<file path="src/rtl/program_loader.sv">
// program_loader: byte-stream boot loader feeding CPU program memory.
// Frame: SYNC_BYTE, LEN_LO, LEN_HI (word count N), then N little-endian words.
// Holds the CPU in reset until the image has been written to program memory.
// Optional checksum byte after the data: define PROGRAM_LOADER_CHECKSUM_EN.
module program_loader #(
  parameter int          PMEM_ADDR_WIDTH = 12,
  parameter logic [7:0]  SYNC_BYTE       = 8'hA5
) (
  input  logic                       clk,
  input  logic                       rst,
  input  logic [7:0]                 s_data,
  input  logic                       s_valid,
  output logic                       s_ready,
  input  logic                       load_req,
  output logic                       pmem_w_en,
  output logic [PMEM_ADDR_WIDTH-1:0] pmem_addr,
  output logic [31:0]                pmem_w_data,
  output logic                       cpu_rst,
  output logic                       load_done,
  output logic                       load_err,
  output logic [PMEM_ADDR_WIDTH-2:0] words_loaded
);

  localparam int          WLW = PMEM_ADDR_WIDTH - 1;
  localparam logic [16:0] CAP = 17'd1 << (PMEM_ADDR_WIDTH - 2);

  typedef enum logic [2:0] {
    S_IDLE,
    S_LEN_LO,
    S_LEN_HI,
    S_DATA,
    S_WRITE,
    S_DONE,
    S_ERROR
`ifdef PROGRAM_LOADER_CHECKSUM_EN
    , S_CSUM
`endif
  } state_t;

  state_t               state_q, state_d;
  logic [7:0]           len_lo_q, len_lo_d;
  logic [15:0]          len_q, len_d;
  logic [1:0]           idx_q, idx_d;
  logic [23:0]          word_q, word_d;
  logic                 wen_q, wen_d;
  logic [PMEM_ADDR_WIDTH-1:0] addr_q, addr_d;
  logic [31:0]          wdata_q, wdata_d;
  logic                 cpu_rst_q, cpu_rst_d;
  logic                 done_q, done_d;
  logic                 err_q, err_d;
  logic [WLW-1:0]       words_q, words_d;
`ifdef PROGRAM_LOADER_CHECKSUM_EN
  logic [7:0]           csum_q, csum_d;
`endif

  logic                 accept;
  logic                 frame_end;
  logic [15:0]          len_new;

  // Byte acceptance depends only on the current state.
  always_comb begin
    s_ready = 1'b0;
    case (state_q)
      S_IDLE, S_LEN_LO, S_LEN_HI, S_DATA: s_ready = 1'b1;
`ifdef PROGRAM_LOADER_CHECKSUM_EN
      S_CSUM:                             s_ready = 1'b1;
`endif
      default:                            s_ready = 1'b0;
    endcase
  end

  assign accept  = s_valid && s_ready;
  assign len_new = {s_data, len_lo_q};

  // Next-state and registered-output logic for the frame parser.
  always_comb begin
    state_d   = state_q;
    len_lo_d  = len_lo_q;
    len_d     = len_q;
    idx_d     = idx_q;
    word_d    = word_q;
    wen_d     = 1'b0;
    addr_d    = addr_q;
    wdata_d   = wdata_q;
    cpu_rst_d = cpu_rst_q;
    done_d    = done_q;
    err_d     = err_q;
    words_d   = words_q;
    frame_end = 1'b0;
`ifdef PROGRAM_LOADER_CHECKSUM_EN
    csum_d    = csum_q;
`endif

    case (state_q)
      S_IDLE: begin
        if (accept && s_data == SYNC_BYTE) begin
          state_d = S_LEN_LO;
`ifdef PROGRAM_LOADER_CHECKSUM_EN
          csum_d  = '0;
`endif
        end
      end

      S_LEN_LO: begin
        if (accept) begin
          len_lo_d = s_data;
          state_d  = S_LEN_HI;
`ifdef PROGRAM_LOADER_CHECKSUM_EN
          csum_d   = csum_q ^ s_data;
`endif
        end
      end

      S_LEN_HI: begin
        if (accept) begin
          len_d   = len_new;
          words_d = '0;
          idx_d   = '0;
`ifdef PROGRAM_LOADER_CHECKSUM_EN
          csum_d  = csum_q ^ s_data;
`endif
          if (len_new == 16'd0) begin
            frame_end = 1'b1;
          end else if ({1'b0, len_new} > CAP) begin
            state_d = S_ERROR;
            err_d   = 1'b1;
          end else begin
            state_d = S_DATA;
          end
        end
      end

      S_DATA: begin
        if (accept) begin
`ifdef PROGRAM_LOADER_CHECKSUM_EN
          csum_d = csum_q ^ s_data;
`endif
          // Bytes shift in from the top so the first byte ends up in [7:0].
          if (idx_q == 2'd3) begin
            wen_d   = 1'b1;
            addr_d  = PMEM_ADDR_WIDTH'({words_q, 2'b00});
            wdata_d = {s_data, word_q};
            idx_d   = '0;
            state_d = S_WRITE;
          end else begin
            word_d  = {s_data, word_q[23:8]};
            idx_d   = idx_q + 2'd1;
          end
        end
      end

      S_WRITE: begin
        words_d = words_q + 1'b1;
        if ((17'(words_q) + 17'd1) == {1'b0, len_q}) begin
          frame_end = 1'b1;
        end else begin
          state_d = S_DATA;
        end
      end

`ifdef PROGRAM_LOADER_CHECKSUM_EN
      S_CSUM: begin
        if (accept) begin
          if (s_data == csum_q) begin
            state_d   = S_DONE;
            done_d    = 1'b1;
            cpu_rst_d = 1'b0;
          end else begin
            state_d   = S_ERROR;
            err_d     = 1'b1;
          end
        end
      end
`endif

      S_DONE: begin
        if (load_req) begin
          state_d   = S_IDLE;
          done_d    = 1'b0;
          cpu_rst_d = 1'b1;
        end
      end

      S_ERROR: begin
        if (load_req) begin
          state_d = S_IDLE;
          err_d   = 1'b0;
        end
      end

      default: state_d = S_IDLE;
    endcase

    if (frame_end) begin
`ifdef PROGRAM_LOADER_CHECKSUM_EN
      state_d   = S_CSUM;
`else
      state_d   = S_DONE;
      done_d    = 1'b1;
      cpu_rst_d = 1'b0;
`endif
    end
  end

  // State and output registers with synchronous reset.
  always_ff @(posedge clk) begin
    if (rst) begin
      state_q   <= S_IDLE;
      len_lo_q  <= '0;
      len_q     <= '0;
      idx_q     <= '0;
      word_q    <= '0;
      wen_q     <= 1'b0;
      addr_q    <= '0;
      wdata_q   <= '0;
      cpu_rst_q <= 1'b1;
      done_q    <= 1'b0;
      err_q     <= 1'b0;
      words_q   <= '0;
`ifdef PROGRAM_LOADER_CHECKSUM_EN
      csum_q    <= '0;
`endif
    end else begin
      state_q   <= state_d;
      len_lo_q  <= len_lo_d;
      len_q     <= len_d;
      idx_q     <= idx_d;
      word_q    <= word_d;
      wen_q     <= wen_d;
      addr_q    <= addr_d;
      wdata_q   <= wdata_d;
      cpu_rst_q <= cpu_rst_d;
      done_q    <= done_d;
      err_q     <= err_d;
      words_q   <= words_d;
`ifdef PROGRAM_LOADER_CHECKSUM_EN
      csum_q    <= csum_d;
`endif
    end
  end

  assign pmem_w_en    = wen_q;
  assign pmem_addr    = addr_q;
  assign pmem_w_data  = wdata_q;
  assign cpu_rst      = rst | cpu_rst_q;
  assign load_done    = done_q;
  assign load_err     = err_q;
  assign words_loaded = words_q;

endmodule

</file>
<file path="config.mk">
export PLATFORM = sky130hd
export DESIGN_NAME = program_loader
export DESIGN_NICKNAME = d
export VERILOG_FILES = /design/src/rtl/program_loader.sv
export SDC_FILE = /design/constraint.sdc
export NUM_CORES = 1
export LEC_CHECK = 0
export BUFFER_PORTS_ARGS = -buffer_cell sky130_fd_sc_hd__clkbuf_2
export CELL_PAD_IN_SITES_DETAIL_PLACEMENT = 1
export CELL_PAD_IN_SITES_GLOBAL_PLACEMENT = 1
export CORE_AREA = 2 2 105 107
export CTS_BUF_LIST = sky130_fd_sc_hd__clkbuf_8
export DETAILED_ROUTE_END_ITERATION = 12
export DIE_AREA = 0 0 107 109
export PLACE_DENSITY = 0.95
export RECOVER_POWER = 100
export SLEW_MARGIN = 20
export SYNTH_ARGS = -nofsm -noshare
export SYNTH_HDL_FRONTEND = slang
export SYNTH_SLANG_ARGS = --single-unit
</file>
<file path="constraint.sdc">
create_clock -name clk -period 4.3 [get_ports clk]
set_clock_uncertainty 0.1 [all_clocks]
set_input_delay 0.86 -clock clk [delete_from_list [all_inputs] [get_ports clk]]
set_output_delay 0.86 -clock clk [all_outputs]
set_load 0.02 [all_outputs]
</file>
==> results.toml <==
[run_status]
outcome = "finished, violations left"
violations = "max-capacitance violations, max-slew violations"

[finish]
mostFrequentLayoutCell = "nand2_1"
final_cell_mix = "191 x nand2_1, 110 x dfxtp_1, 107 x a21oi_1"
drive_gt1_frac = 0.06396
area_growth_syn_to_layout_pct = 9.394
final_util = 0.4769
nets = 650
diodes = 0

[grt]
grt_max_degree = 112
grt_usage = 0.2247
gr-total-overflow = 0
grt_pass1_vias = 4208
grt_pass1_wl_microns = 20820
antenna_found_initial = 0

[cts]
cts_buffers = 9
clock_latency_ps = 380
clock-sinks = 110
cts_tree = "done"
post-cts-setup-buffers = 0
root_buffer = "clkbuf_8"
max-clock-path-buffers = 2
clkTransAtPathRegs_ps = 120
cts.htree.levels = 3
ctsResizeCount = 0
hold_buffers = 0

[critical_path]
crit_required_ps = 4450
critPathCapture = "pmem_w_data[11]$_SDFFE_PP0P_"
crit_path_start_kind = "flop"
crit_slowest_cell = "nand3_1"
max_stage_delay_ps = 1090
cp_top_family = "simple AND/OR/NAND/NOR gates"
cp.arrival_ps = 3330
rrSetupSlack_ps = 1120
startpoint = "state_q[0]$_SDFFE_PP0P_"
reg2reg_depth = 6
crit_path_end_kind = "flop"
timing.rr.start = "state_q[0]$_SDFFE_PP0P_"
reg2reg_to = "pmem_w_data[11]$_SDFFE_PP0P_"
crit_type = "flop to flop"
cp.buffers_inverters = 0
cp_num_cells = 6
crit_fanout = 43
cp_cell_sequence = "and3b_1 -> nand2b_1 -> a21boi_2 -> nand3_1 -> nand2_1 -> a21oi_1"

[drt]
vias_per_cell = 5.521
drtIter0Drc = 229
drt_pass1_iterations = 4
routed_wl_microns = 12830
drc = 0
vias = 4312
wl_per_cell_microns = 16.42
ant_nets = 0

[timing]
grt_setup_unrepaired = "false"
setup_viol = 0
hold_violations = 0
fin_crit_ps = 3181
worst_pin_slew_ps = 1561
timing.final.crit_share = 0.7398
slew_headroom = -0.04328
final_max_slew_viol_count = 44
whs_ps = 359.0
finalSetupTns_ps = 0
fmax_ghz = 0.3144

[logic_synthesis]
synth_edf_count = 0
ys_seq_area_frac = 0.4764
synth.area.top_cells = "dfxtp_1 48%, nand2_1 16%, a21oi_1 12%"
syn_area_sq_mm = 0.004622
synthArstFlopShare = 0
syn_avg_cell_area_sq_um = 7.768
yosysWarnings = 0
yosys.area.top_type = "dfxtp_1"
synth_seq_cells = 110
syn-instance-count = 595
synth_flop_cell = "dfxtp_1"
synth.top_cell.area_share = 0.4764
synth.distinct_cells = 51

[die]
io-pin-count = 72
start_util = 0.4359
rows = 38
die_w_microns = 107
die_height_microns = 109
core_sq_mm = 0.01060
die_area_sq_mm = 0.01166

[power_and_ir_drop]
power.internal_mw = 1.361
pwr-share-seq = 0.551
vdd_drop_max_v = 0.0002097
power_switching_share = 0.3229
power_frac_clock = 0.303
switchingPower_mw = 0.6492
leakage_nw = 1.582
total_power_mw = 2.011
powerDensity_mw_per_mm2 = 397.6
power_frac_comb = 0.146

[flow_run]
maxCapViolCount = 1

[placement]
detailed_place_hpwl_microns = 8590
io_buffers = 69
place_congestion = 0.8574

[min_path]
hold_class = "flop to flop"
sequential cells by signal (all words and copies together), names as in the netlist:
name,cells
word_q,24
len_q,16
pmem_w_data,32
len_lo_q,8
idx_q,2
words_loaded,11
cpu_rst_q,1
load_done,1
state_q,3
load_err,1
pmem_addr,10
pmem_w_en,1
worst register-to-register path, delay by kind of cell (launching register included):
family             cells  cell delay, ps
and+or+nand+nor        4            1910
DFF                    1             660
AOI/OAI and AO/OA      2             380
power groups by stage:
stage | Combinational, mW | Clock, mW | Sequential [mW]
after floorplan | 0.232 | 0 | 1.11
after global placement | 0.282 | 0 | 1.13
after detailed placement | 0.296 | 0 | 1.13
after CTS | 0.299 | 0.617 | 1.11
after global routing | 0.322 | 0.663 | 1.11
final | 0.293 | 0.609 | 1.11
cell usage after synthesis, drive strengths merged (3+ instances only):
cell and n:
nor2 22, nand2 191, buf 18, nor2b 3, xnor2 8, a31oi 5
inv 6, nand4 4, a21o 3, nand3 12, clkbuf 26, xor2 5
a21oi 107, nand2b 3, nand4b 3, dfxtp 110, o21ai 14, or3 11
and2 3, nor4 7, nor3 5, a211oi 3
layout make-up:
class,instances,area [sq um]
well taps,140,175.2
repair buffers,73,305.3
multi-input cells,436,2161
fillers,1393,5547
clock inverters,7,66.31
clock buffers,9,123.9
flip-flops and latches,110,2202
inverters,6,22.52
cell families (layout without fill, tap and decap cells):
family                     after synthesis  in the layout  share of synthesized area
and+or+nand+nor                        274            274                     0.2653
adders and majority gates                2              2                   0.005413
DFF                                    110            110                     0.4764
other                                    1              2                  0.0008113
buffers and inverters                   50             95                    0.05441
xor gates and xnor gates                13             13                    0.02463
AOI/OAI and AO/OA                      145            145                     0.1730
layer usage:
metal,part of all wire,vias to the layer above,global-route usage
li1,-,2075,-
met1,0.45,2117,0.2965
met2,0.50,97,0.3772
met3,0.035,23,0.03646
met4,0.019,0,0.07328
met5,0,-,0
metrics by stage:
stage	std cells	setup slack (ps)	cell area, sq um
after floorplan	596	1941	4626
after global placement	765	1532	4960
after detailed placement	765	1337	4960
after CTS	781	1550	5150
after global routing	781	785.1	5056
final	781	1119	5056
worst min path at each step:
stage,start,endpoint,slack (ps),depth (start not counted)
2_1_floorplan,len_q[15]$_SDFFE_PP0P_,len_q[15]$_SDFFE_PP0P_,330,2
3_3_place_gp,len_q[14]$_SDFFE_PP0P_,len_q[14]$_SDFFE_PP0P_,340,2
3_5_place_dp,word_q[3]$_SDFFE_PP0P_,pmem_w_data[3]$_SDFFE_PP0P_,350,2
4_1_cts,word_q[1]$_SDFFE_PP0P_,pmem_w_data[1]$_SDFFE_PP0P_,360,2
5_1_grt,word_q[1]$_SDFFE_PP0P_,pmem_w_data[1]$_SDFFE_PP0P_,380,2
6_report,word_q[1]$_SDFFE_PP0P_,pmem_w_data[1]$_SDFFE_PP0P_,360,2
Note: power is estimated with default switching activity, not from simulation.
